## config.mk

```make
export PLATFORM = sky130hd
export DESIGN_NAME = wt_l15_req_arb
export DESIGN_NICKNAME = d
export VERILOG_FILES = /design/src/rtl/wt_cache_pkg.sv /design/src/rtl/wt_l15_req_fifo.sv /design/src/rtl/wt_l15_req_arb.sv
export SDC_FILE = /design/constraint.sdc
export NUM_CORES = 1
export LEC_CHECK = 0
export ABC_AREA = 1
export ABC_CLOCK_PERIOD_IN_PS = 13830
export CORE_ASPECT_RATIO = 1.5
export CORE_MARGIN = 5
export CORE_UTILIZATION = 40
export DETAILED_ROUTE_END_ITERATION = 7
export GPL_TIMING_DRIVEN = 0
export PLACE_DENSITY = 0.72
export SETUP_SLACK_MARGIN = 0.5
export SYNTH_ARGS = -nofsm -noshare
export SYNTH_HDL_FRONTEND = slang
export SYNTH_SLANG_ARGS = --single-unit
```

## constraint.sdc

```tcl
create_clock -name clk_i -period 13.83 [get_ports clk_i]
set_input_delay 2.0745 -clock clk_i [delete_from_list [all_inputs] [get_ports clk_i]]
set_output_delay 2.0745 -clock clk_i [all_outputs]
set_load 0.05 [all_outputs]
```

## src/rtl/wt_cache_pkg.sv

```systemverilog
// wt_cache_pkg -- the slice of the write-through cache package used by the
// L1.5 request arbiter: the L1.5 request record and request-type encodings,
// the D$ request-type encoding, the adapter FIFO depth, and the byte-swap and
// byte-enable-to-size helpers.
package wt_cache_pkg;

  localparam int unsigned L15_TID_WIDTH          = 2;
  localparam int unsigned L15_WAY_WIDTH          = 3;
  localparam int unsigned L15_TLB_CSM_WIDTH      = 33;
  localparam int unsigned ADAPTER_REQ_FIFO_DEPTH = 2;

  typedef enum logic [1:0] {
    DCACHE_STORE_REQ  = 2'd0,
    DCACHE_LOAD_REQ   = 2'd1,
    DCACHE_ATOMIC_REQ = 2'd2,
    DCACHE_INT_REQ    = 2'd3
  } dcache_out_t;

  typedef enum logic [4:0] {
    L15_LOAD_RQ   = 5'b00000,
    L15_STORE_RQ  = 5'b00001,
    L15_ATOMIC_RQ = 5'b00110,
    L15_INT_RQ    = 5'b01001,
    L15_IMISS_RQ  = 5'b10000
  } l15_reqtypes_t;

  typedef struct packed {
    logic                         l15_val;
    logic                         l15_req_ack;
    l15_reqtypes_t                l15_rqtype;
    logic                         l15_nc;
    logic [2:0]                   l15_size;
    logic [L15_TID_WIDTH-1:0]     l15_threadid;
    logic                         l15_prefetch;
    logic                         l15_invalidate_cacheline;
    logic                         l15_blockstore;
    logic                         l15_blockinitstore;
    logic [L15_WAY_WIDTH-1:0]     l15_l1rplway;
    logic [39:0]                  l15_address;
    logic [63:0]                  l15_data;
    logic [63:0]                  l15_data_next_entry;
    logic [L15_TLB_CSM_WIDTH-1:0] l15_csm_data;
    logic [3:0]                   l15_amo_op;
  } l15_req_t;

  // Reverse the byte order of a doubleword.
  function automatic logic [63:0] swendian64(input logic [63:0] in);
    logic [63:0] out;
    for (int i = 0; i < 8; i++) begin
      out[8*i +: 8] = in[8*(7-i) +: 8];
    end
    return out;
  endfunction

  // Encode a naturally aligned byte-enable mask as a log2 access size.
  function automatic logic [1:0] toSize64(input logic [7:0] be);
    logic [1:0] size;
    case (be)
      8'hff:                      size = 2'b11;
      8'h0f, 8'hf0:               size = 2'b10;
      8'h03, 8'h0c, 8'h30, 8'hc0: size = 2'b01;
      default:                    size = 2'b00;
    endcase
    return size;
  endfunction

endpackage

```

## src/rtl/wt_l15_req_fifo.sv

```systemverilog
// wt_l15_req_fifo -- registered circular FIFO, no fall-through.
//   clk_i, rst_ni  : clock, asynchronous active-low reset (control only)
//   push_i, data_i : write an entry (ignored while full)
//   pop_i          : drop the head entry (ignored while empty)
//   data_o         : head entry, meaningful only while !empty_o
//   full_o/empty_o : occupancy flags
module wt_l15_req_fifo #(
  parameter int unsigned DEPTH = 2,
  parameter type         T     = logic
) (
  input  logic clk_i,
  input  logic rst_ni,
  input  logic push_i,
  input  T     data_i,
  input  logic pop_i,
  output T     data_o,
  output logic full_o,
  output logic empty_o
);

  localparam int unsigned PTR_W = (DEPTH > 1) ? $clog2(DEPTH) : 1;
  localparam int unsigned CNT_W = $clog2(DEPTH + 1);

  T                 mem [DEPTH];
  logic [PTR_W-1:0] wr_ptr;
  logic [PTR_W-1:0] rd_ptr;
  logic [CNT_W-1:0] cnt;
  logic             do_push;
  logic             do_pop;

  assign full_o  = (cnt == CNT_W'(DEPTH));
  assign empty_o = (cnt == '0);
  assign do_push = push_i && !full_o;
  assign do_pop  = pop_i && !empty_o;
  assign data_o  = mem[rd_ptr];

  always_ff @(posedge clk_i or negedge rst_ni) begin
    if (!rst_ni) begin
      wr_ptr <= '0;
      rd_ptr <= '0;
      cnt    <= '0;
    end else begin
      if (do_push) begin
        wr_ptr <= (wr_ptr == PTR_W'(DEPTH - 1)) ? '0 : wr_ptr + PTR_W'(1);
      end
      if (do_pop) begin
        rd_ptr <= (rd_ptr == PTR_W'(DEPTH - 1)) ? '0 : rd_ptr + PTR_W'(1);
      end
      case ({do_push, do_pop})
        2'b10:   cnt <= cnt + CNT_W'(1);
        2'b01:   cnt <= cnt - CNT_W'(1);
        default: cnt <= cnt;
      endcase
    end
  end

  // Storage carries no reset; the occupancy count alone decides validity.
  always_ff @(posedge clk_i) begin
    if (do_push) begin
      mem[wr_ptr] <= data_i;
    end
  end

endmodule

```

## src/rtl/wt_l15_req_arb.sv

```systemverilog
// wt_l15_req_arb -- arbitrates I$ fill requests and D$ requests onto the
// single L1.5 request port through a small registered FIFO.
//   clk_i, rst_ni          : clock, asynchronous active-low reset
//   icache_req_*           : I$ fill request (valid/ready, paddr, nc, tid)
//   dcache_req_*           : D$ request (valid/ready, type, paddr, data, be,
//                            nc, tid, amo_op, way)
//   l15_req_o              : request record to the L1.5; l15_val = FIFO non-empty
//   l15_header_ack_i       : L1.5 accepted the head request
// Build option: define WT_L15_REQ_SWENDIAN_EN to byte-swap D$ write data as
// it enters the FIFO.
module wt_l15_req_arb
  import wt_cache_pkg::*;
#(
  parameter int unsigned TID_W      = 2,
  parameter int unsigned WAY_W      = 3,
  parameter int unsigned FIFO_DEPTH = ADAPTER_REQ_FIFO_DEPTH
) (
  input  logic             clk_i,
  input  logic             rst_ni,
  input  logic             icache_req_valid_i,
  output logic             icache_req_ready_o,
  input  logic [39:0]      icache_req_paddr_i,
  input  logic             icache_req_nc_i,
  input  logic [TID_W-1:0] icache_req_tid_i,
  input  logic             dcache_req_valid_i,
  output logic             dcache_req_ready_o,
  input  logic [1:0]       dcache_req_type_i,
  input  logic [39:0]      dcache_req_paddr_i,
  input  logic [63:0]      dcache_req_data_i,
  input  logic [7:0]       dcache_req_be_i,
  input  logic             dcache_req_nc_i,
  input  logic [TID_W-1:0] dcache_req_tid_i,
  input  logic [3:0]       dcache_req_amo_op_i,
  input  logic [WAY_W-1:0] dcache_req_way_i,
  output l15_req_t         l15_req_o,
  input  logic             l15_header_ack_i
);

  localparam logic RR_DCACHE = 1'b0;
  localparam logic RR_ICACHE = 1'b1;

  logic     rr_ptr;
  logic     fifo_full;
  logic     fifo_empty;
  logic     dcache_gnt;
  logic     icache_gnt;
  logic     vld_p0;
  logic     pop_p1;
  l15_req_t req_p0;
  l15_req_t head_p1;

  // The side the pointer does not favour only sees ready when the favoured
  // side is idle, so at most one handshake completes per cycle.
  assign dcache_req_ready_o = !fifo_full && ((rr_ptr == RR_DCACHE) || !icache_req_valid_i);
  assign icache_req_ready_o = !fifo_full && ((rr_ptr == RR_ICACHE) || !dcache_req_valid_i);
  assign dcache_gnt         = dcache_req_valid_i && dcache_req_ready_o;
  assign icache_gnt         = icache_req_valid_i && icache_req_ready_o;
  assign vld_p0             = dcache_gnt || icache_gnt;

  always_ff @(posedge clk_i or negedge rst_ni) begin
    if (!rst_ni) begin
      rr_ptr <= RR_DCACHE;
    end else if (dcache_gnt) begin
      rr_ptr <= RR_ICACHE;
    end else if (icache_gnt) begin
      rr_ptr <= RR_DCACHE;
    end
  end

  // ---- p0: format the granted request into an L1.5 record ----
  always_comb begin
    req_p0 = '0;
    if (dcache_gnt) begin
      case (dcache_out_t'(dcache_req_type_i))
        DCACHE_STORE_REQ:  req_p0.l15_rqtype = L15_STORE_RQ;
        DCACHE_LOAD_REQ:   req_p0.l15_rqtype = L15_LOAD_RQ;
        DCACHE_ATOMIC_REQ: req_p0.l15_rqtype = L15_ATOMIC_RQ;
        DCACHE_INT_REQ:    req_p0.l15_rqtype = L15_INT_RQ;
      endcase
      req_p0.l15_nc       = dcache_req_nc_i;
      req_p0.l15_size     = {1'b0, toSize64(dcache_req_be_i)};
      req_p0.l15_threadid = L15_TID_WIDTH'(dcache_req_tid_i);
      req_p0.l15_l1rplway = L15_WAY_WIDTH'(dcache_req_way_i);
      req_p0.l15_address  = dcache_req_paddr_i;
`ifdef WT_L15_REQ_SWENDIAN_EN
      req_p0.l15_data     = swendian64(dcache_req_data_i);
`else
      req_p0.l15_data     = dcache_req_data_i;
`endif
      req_p0.l15_amo_op   = dcache_req_amo_op_i;
    end else begin
      // I$ fills are whole cache lines: line-aligned address, maximum size.
      req_p0.l15_rqtype   = L15_IMISS_RQ;
      req_p0.l15_nc       = icache_req_nc_i;
      req_p0.l15_size     = 3'b111;
      req_p0.l15_threadid = L15_TID_WIDTH'(icache_req_tid_i);
      req_p0.l15_address  = icache_req_paddr_i & ~40'h1f;
    end
  end

  // ---- p0 -> p1: request FIFO ----
  wt_l15_req_fifo #(
    .DEPTH (FIFO_DEPTH),
    .T     (l15_req_t)
  ) i_req_fifo (
    .clk_i   (clk_i),
    .rst_ni  (rst_ni),
    .push_i  (vld_p0),
    .data_i  (req_p0),
    .pop_i   (pop_p1),
    .data_o  (head_p1),
    .full_o  (fifo_full),
    .empty_o (fifo_empty)
  );

  // ---- p1: present the head; zeros whenever nothing is queued ----
  assign pop_p1 = !fifo_empty && l15_header_ack_i;

  always_comb begin
    l15_req_o = '0;
    if (!fifo_empty) begin
      l15_req_o         = head_p1;
      l15_req_o.l15_val = 1'b1;
    end
  end

endmodule

```

Word level (Yosys, flattened, before mapping)
Memories as Yosys holds them, arrays and structs flattened.
Index checks and enable logic that the tools add are counted.
- register bits: 5
- word-level logic and storage cells: 58
- memories: 1
- memory bits (writable): 244
- output and inout bits: 227
- bitwise operators: 1
- reduce and logical (&&, ||, !) cells: 20
- eq/ne operators: 13
- multiplexer cells: 15
- $add $sub $neg: 4
- memory list (name ; depth ; width ; rd ports ; clocked after memory_dff ; wr ports ; RTL line ; text):
    i_req_fifo.mem ; 2 ; 122 ; 1 ; 0 ; 1 ; wt_l15_req_fifo.sv:24 ; T mem [DEPTH];
- operators with widths (kind ; number):
    $mux 225 ; 1
    $mux 64 ; 1
    $mux 40 ; 1
    $eq 8x8->1 const B ; 3
    $pmux 5 s4 ; 1
    $eq 8x4->1 const B ; 2
    $mux 11 ; 1
    $eq 2x2->1 const B ; 4
    $eq 8x2->1 const B ; 1
    $eq 8x6->1 const B ; 1
    $logic_and 1x1->1 ; 7
    $mux 1 ; 6
    $pmux 2 s3 ; 1
    $eq 2x1->1 const B ; 2
    $logic_not 1->1 ; 4
    $logic_not 2->1 ; 2
    $mux 4 ; 1
    $pmux 2 s2 ; 1
    $reduce_bool 2->1 ; 2
    $reduce_or 4->1 ; 1
    $logic_or 1x1->1 ; 3
    $mux 3 ; 1
    $add 1x1->1 const B ; 2
    $add 2x1->2 const B ; 1
    other kinds (3) ; 3

Longest topological paths before layout
- word-level depth: 8
- gate-level depth with buffers: 8
- mapped depth without buffers: 8

By module
A second synthesis with hierarchy kept.
- cell total of the unflattened synthesis: 2020
- area, all modules: 19755.2 µm²
- by module, submodules not included (module ; cells an instance ; area an instance (µm²) ; times used ; seq. area each (µm²)):
    wt_l15_req_fifo ; 1207 ; 16552.1 ; 1 ; 13613.1
    wt_l15_req_arb ; 813 ; 3203.1 ; 1 ; 25.0

Least setup slack after synthesis
Ideal clock, no wire load.
- path kind: input port to flip-flop
- from: in icache_req_valid_i
- to: mem i_req_fifo.mem[0][0] (netlist name) (enable)
- arrival: 7.218 ns
- cell stages on the path: 2
- path slack: 6.011 ns
- required time: 13.229 ns
- cells stage by stage: o21ai_1 > nor2_1
- longest elaborated chain between the ends: 8
- elaborated cells between the ends (all ways): 9
- RTL lines (what ; RTL line ; text):
    from (decl) ; wt_l15_req_arb.sv:20 ; input logic icache_req_valid_i,
    $logic_not 1->1 ; wt_l15_req_arb.sv:54 ; assign dcache_req_ready_o = !fifo_full && ((rr_ptr == RR_DCACHE) || !icache_req_valid_i);
    $logic_or 1x1->1 ; wt_l15_req_arb.sv:54 ;
    $logic_and 1x1->1 ; wt_l15_req_arb.sv:54 ;
    $logic_and 1x1->1 ; wt_l15_req_arb.sv:56 ; assign dcache_gnt = dcache_req_valid_i && dcache_req_ready_o;
    $logic_or 1x1->1 (*) ; wt_l15_req_arb.sv:58 ; assign vld_p0 = dcache_gnt || icache_gnt;
    $logic_and 1x1->1 (*) ; wt_l15_req_fifo.sv:33 ; assign do_push = push_i && !full_o;
    $mux 1 (*) ; wt_l15_req_fifo.sv:59 ; if (do_push) begin
    $mux 1 (not written as such) (*) ; wt_l15_req_fifo.sv:60 ; mem[wr_ptr] <= data_i;
    to (decl) ; wt_l15_req_fifo.sv:24 ;
Every way passes the cells marked *; elsewhere a longest branch is shown, timed or not.

Worst setup path after layout
- from: in dcache_req_valid_i
- to: out icache_req_ready_o
- longest elaborated chain between the ends: 3
- RTL lines (what ; RTL line ; text):
    from (decl) ; wt_l15_req_arb.sv:25 ; input logic dcache_req_valid_i,
    $logic_not 1->1 ; wt_l15_req_arb.sv:55 ; assign icache_req_ready_o = !fifo_full && ((rr_ptr == RR_ICACHE) || !dcache_req_valid_i);
    $logic_or 1x1->1 ; wt_l15_req_arb.sv:55 ;
    $logic_and 1x1->1 ; wt_l15_req_arb.sv:55 ;
    to (decl) ; wt_l15_req_arb.sv:21 ; output logic icache_req_ready_o,
Every way passes these cells.

==> results.yml <==
cts:
  clock_sinks: 245
  clk_root_buffer_cell: "clkbuf_16"
  clk_pin_slew_worst_paths_ns: 0.07
  cts-buffers-inserted: 24
  post-cts-setup-buffers: 0
  cts_htree_levels: 1
  clk_latency_ns: 0.51
  clockBufferDepth: 3
  cts_tree: "done"
  cts_resized: 0
  cts_hold_buf: 0
grt:
  grt.total_usage: 0.190
  grt_max_degree: 33
  grt_pass1_vias: 8771
  grt.overflow.total: 0
  antenna_found_initial: 2
  grt_pass1_wl_mm: 47.6
pwr:
  p_sw_frac: 0.471
  vdd_drop_max_v: 0.000174
  p_total_mw: 4.41
  pwr-share-clk: 0.160
  p_sw_mw: 2.08
  cellPowerDensity_nw_per_um2: 273
  p_comb_frac: 0.556
  seqPwrFrac: 0.283
  internal-power_mw: 2.33
  p_leak_nw: 6.96
routing:
  via_per_inst: 4.53
  drtAntennaViolNets: 0
  dr.pass1.iters: 7
  drtIter0Drc: 375
  routed_wl_mm: 31.4
  routedWlPerCell_um: 16.6
  drc: 0
  routed-via-count: 8564
timing:
  tightest_slew_ns: 0.768
  drv_slew: 0
  hold_violations: 0
  fin_hold_ws_ns: 0.504
  rsz0062_at_grt: "no"
  fin_skew_ns: 0.0113
  maxSlewHeadroom: 0.486
  fin_crit_ns: 5.79
  setup_viol: 0
  fin_setup_tns_ns: 0
  min_period_over_period: 0.419
  fmax_mhz: 173
placement:
  placement.io_buffers: 291
  placed_cell_area_um2: 15300
  routabilityCongestion: 0.769
  dp_hpwl_mm: 23.5
floorplan:
  die_h_um: 217
  core_um2: 28100
  initial_core_util: 0.406
  io_pins: 399
  num_rows: 75
  die_area_um2: 32000
  die_w_um: 148
layout:
  multi_input_area_um2: 2820
  fillers: 2359
  final_cell_mix: "nand2_1 (297), clkdlybuf4s50_1 (291), edfxtp_1 (240)"
  drive_gt1_frac: 0.139
  areaGrowthSynthToFinish_pct: 41.9
  postLayoutCellArea_um2: 16200
  nets: 1701
  register_area_um2: 7330
  final_common_cell: "nand2_1"
  final_util: 0.576
synthesis:
  yosys_warnings: 0
  ys_ff_latch: 245
  syn_inst: 1100
  synthesis.area_um2: 11400
  yosysSeqAreaShare: 0.643
  avgSynthCellArea_um2: 10.4
  synth_cell_type_count: 26
setup_path:
  max_stage_delay_ns: 0.71
  worst_setup_path_start_kind: "input pin"
  critical_path_class: "in -> out"
  slowest_stage: "clkdlybuf4s50_1"
  r2r_setup_slack_ns: 11.46
  critical_path.max_fanout: 3
  r2r_start: "i_req_fifo.cnt[0]$_DFFE_PN0P_"
  critPathCaptureType: "output pin"
  worst_r2r_endpoint: "i_req_fifo.mem[1][76]$_DFFE_PP_"
  rr_worst_depth: 6
  cp_cell_sequence: "clkdlybuf4s50_1, inv_1, o21ai_0, inv_1, clkdlybuf4s50_1"
  cp_data_required_time_ns: 11.76
  cp_data_arrival_time_ns: 3.72
job:
  drv_cap: 0
hold_path:
  hold_end: "rr_ptr$_DFFE_PN0N_"
  hp-start: "rr_ptr$_DFFE_PN0N_"
  hold-path-cell-count: 2
  hold_class: "reg -> reg"
outcome:
  status: "complete, no violations"
## stage by stage
step                      cells  setup WS [ns]
after floorplan            1201           6.01
after global placement     1838           2.29
after detailed placement   1846           8.08
after CTS                  1890           8.06
after global routing       1892           8.00
final                      1892           8.04
## flip-flops by register name, indices dropped and copies added (netlist names)
signal             count
rr_ptr                 1
i_req_fifo.mem       240
i_req_fifo.wr_ptr      1
i_req_fifo.cnt         2
i_req_fifo.rd_ptr      1
## cells in the mapped netlist
cell type  instances  area share
nand2_2            1     0.00055
inv_2              1     0.00033
clkbuf_2           1     0.00044
buf_2             32       0.014
nand2_1          297       0.098
o21ai_1           21      0.0092
nand3_1            4      0.0018
or2_2              1     0.00055
nand3_4            1      0.0015
o21ai_0            9      0.0040
clkbuf_1           8      0.0026
conb_1             1     0.00033
o21a_1             1     0.00066
o21ai_2           10      0.0077
inv_1            133       0.044
edfxtp_1         240        0.63
xor2_1             3      0.0023
buf_1              1     0.00033
dfrtp_1            5       0.011
xnor2_1            1     0.00077
a21oi_2            1     0.00077
buf_6             14       0.014
nor2_1            86       0.028
buf_4            104       0.069
ha_1               3      0.0033
a21oi_1          121       0.053
## final cells by class
type / instances / share of cell area
plain buffers: 160 / 0.0703
flip-flops and latches: 245 / 0.453
clock buffers: 29 / 0.0396
inverters: 134 / 0.0311
multi-input cells: 662 / 0.174
repair buffers: 299 / 0.191
clock inverters: 15 / 0.0136
diodes: 2 / 0.000310
well taps: 346 / 0.0268
## cells by family (layout without fill, tap and decap cells)
logic type | Yosys count | after routing | synth area share
adders and majority gates | 3 | 3 | 0.00329
xor gates and xnor gates | 4 | 4 | 0.00307
and+or+nand+nor | 390 | 390 | 0.131
DFF | 245 | 245 | 0.643
AOI/OAI and AO/OA | 163 | 163 | 0.0754
other | 1 | 104 | 0.000329
buffers and inverters | 294 | 637 | 0.144
## worst max path at each step
stage	startpoint	to	slack, ns	cells after the start
floorplan	icache_req_valid_i	i_req_fifo.mem[0][0]$_DFFE_PP_	6.01	2
global placement	dcache_req_valid_i	i_req_fifo.mem[0][86]$_DFFE_PP_	2.29	3
detailed placement	dcache_req_valid_i	icache_req_ready_o	8.08	5
CTS	dcache_req_valid_i	icache_req_ready_o	8.06	5
global route	dcache_req_valid_i	icache_req_ready_o	8.00	5
finish	dcache_req_valid_i	icache_req_ready_o	8.04	5
## worst max-delay path: cells and delay by family
family	cells	cell delay (ns)
buffers and inverters	4	1.44
AO/OA/AOI/OAI	1	0.20
## power groups by stage
| stage | registers (mW) | clock network [mW] | logic (mW) |
|---|---|---|---|
| after CTS | 1.25 | 0.722 | 2.48 |
| after global placement | 1.34 | 0 | 2.39 |
| final | 1.25 | 0.705 | 2.45 |
| after global routing | 1.27 | 0.752 | 2.59 |
| after floorplan | 1.30 | 0 | 1.58 |
| after detailed placement | 1.27 | 0 | 2.47 |
## per-layer routing
layer | vias up | wire, um | GRT usage
li1 | 4206 | - | -
met1 | 3972 | 10500 | 0.194
met2 | 341 | 17400 | 0.372
met3 | 45 | 2630 | 0.0458
met4 | 0 | 824 | 0.0629
met5 | - | 0 | 0
Power figures use the tool's default switching activity.
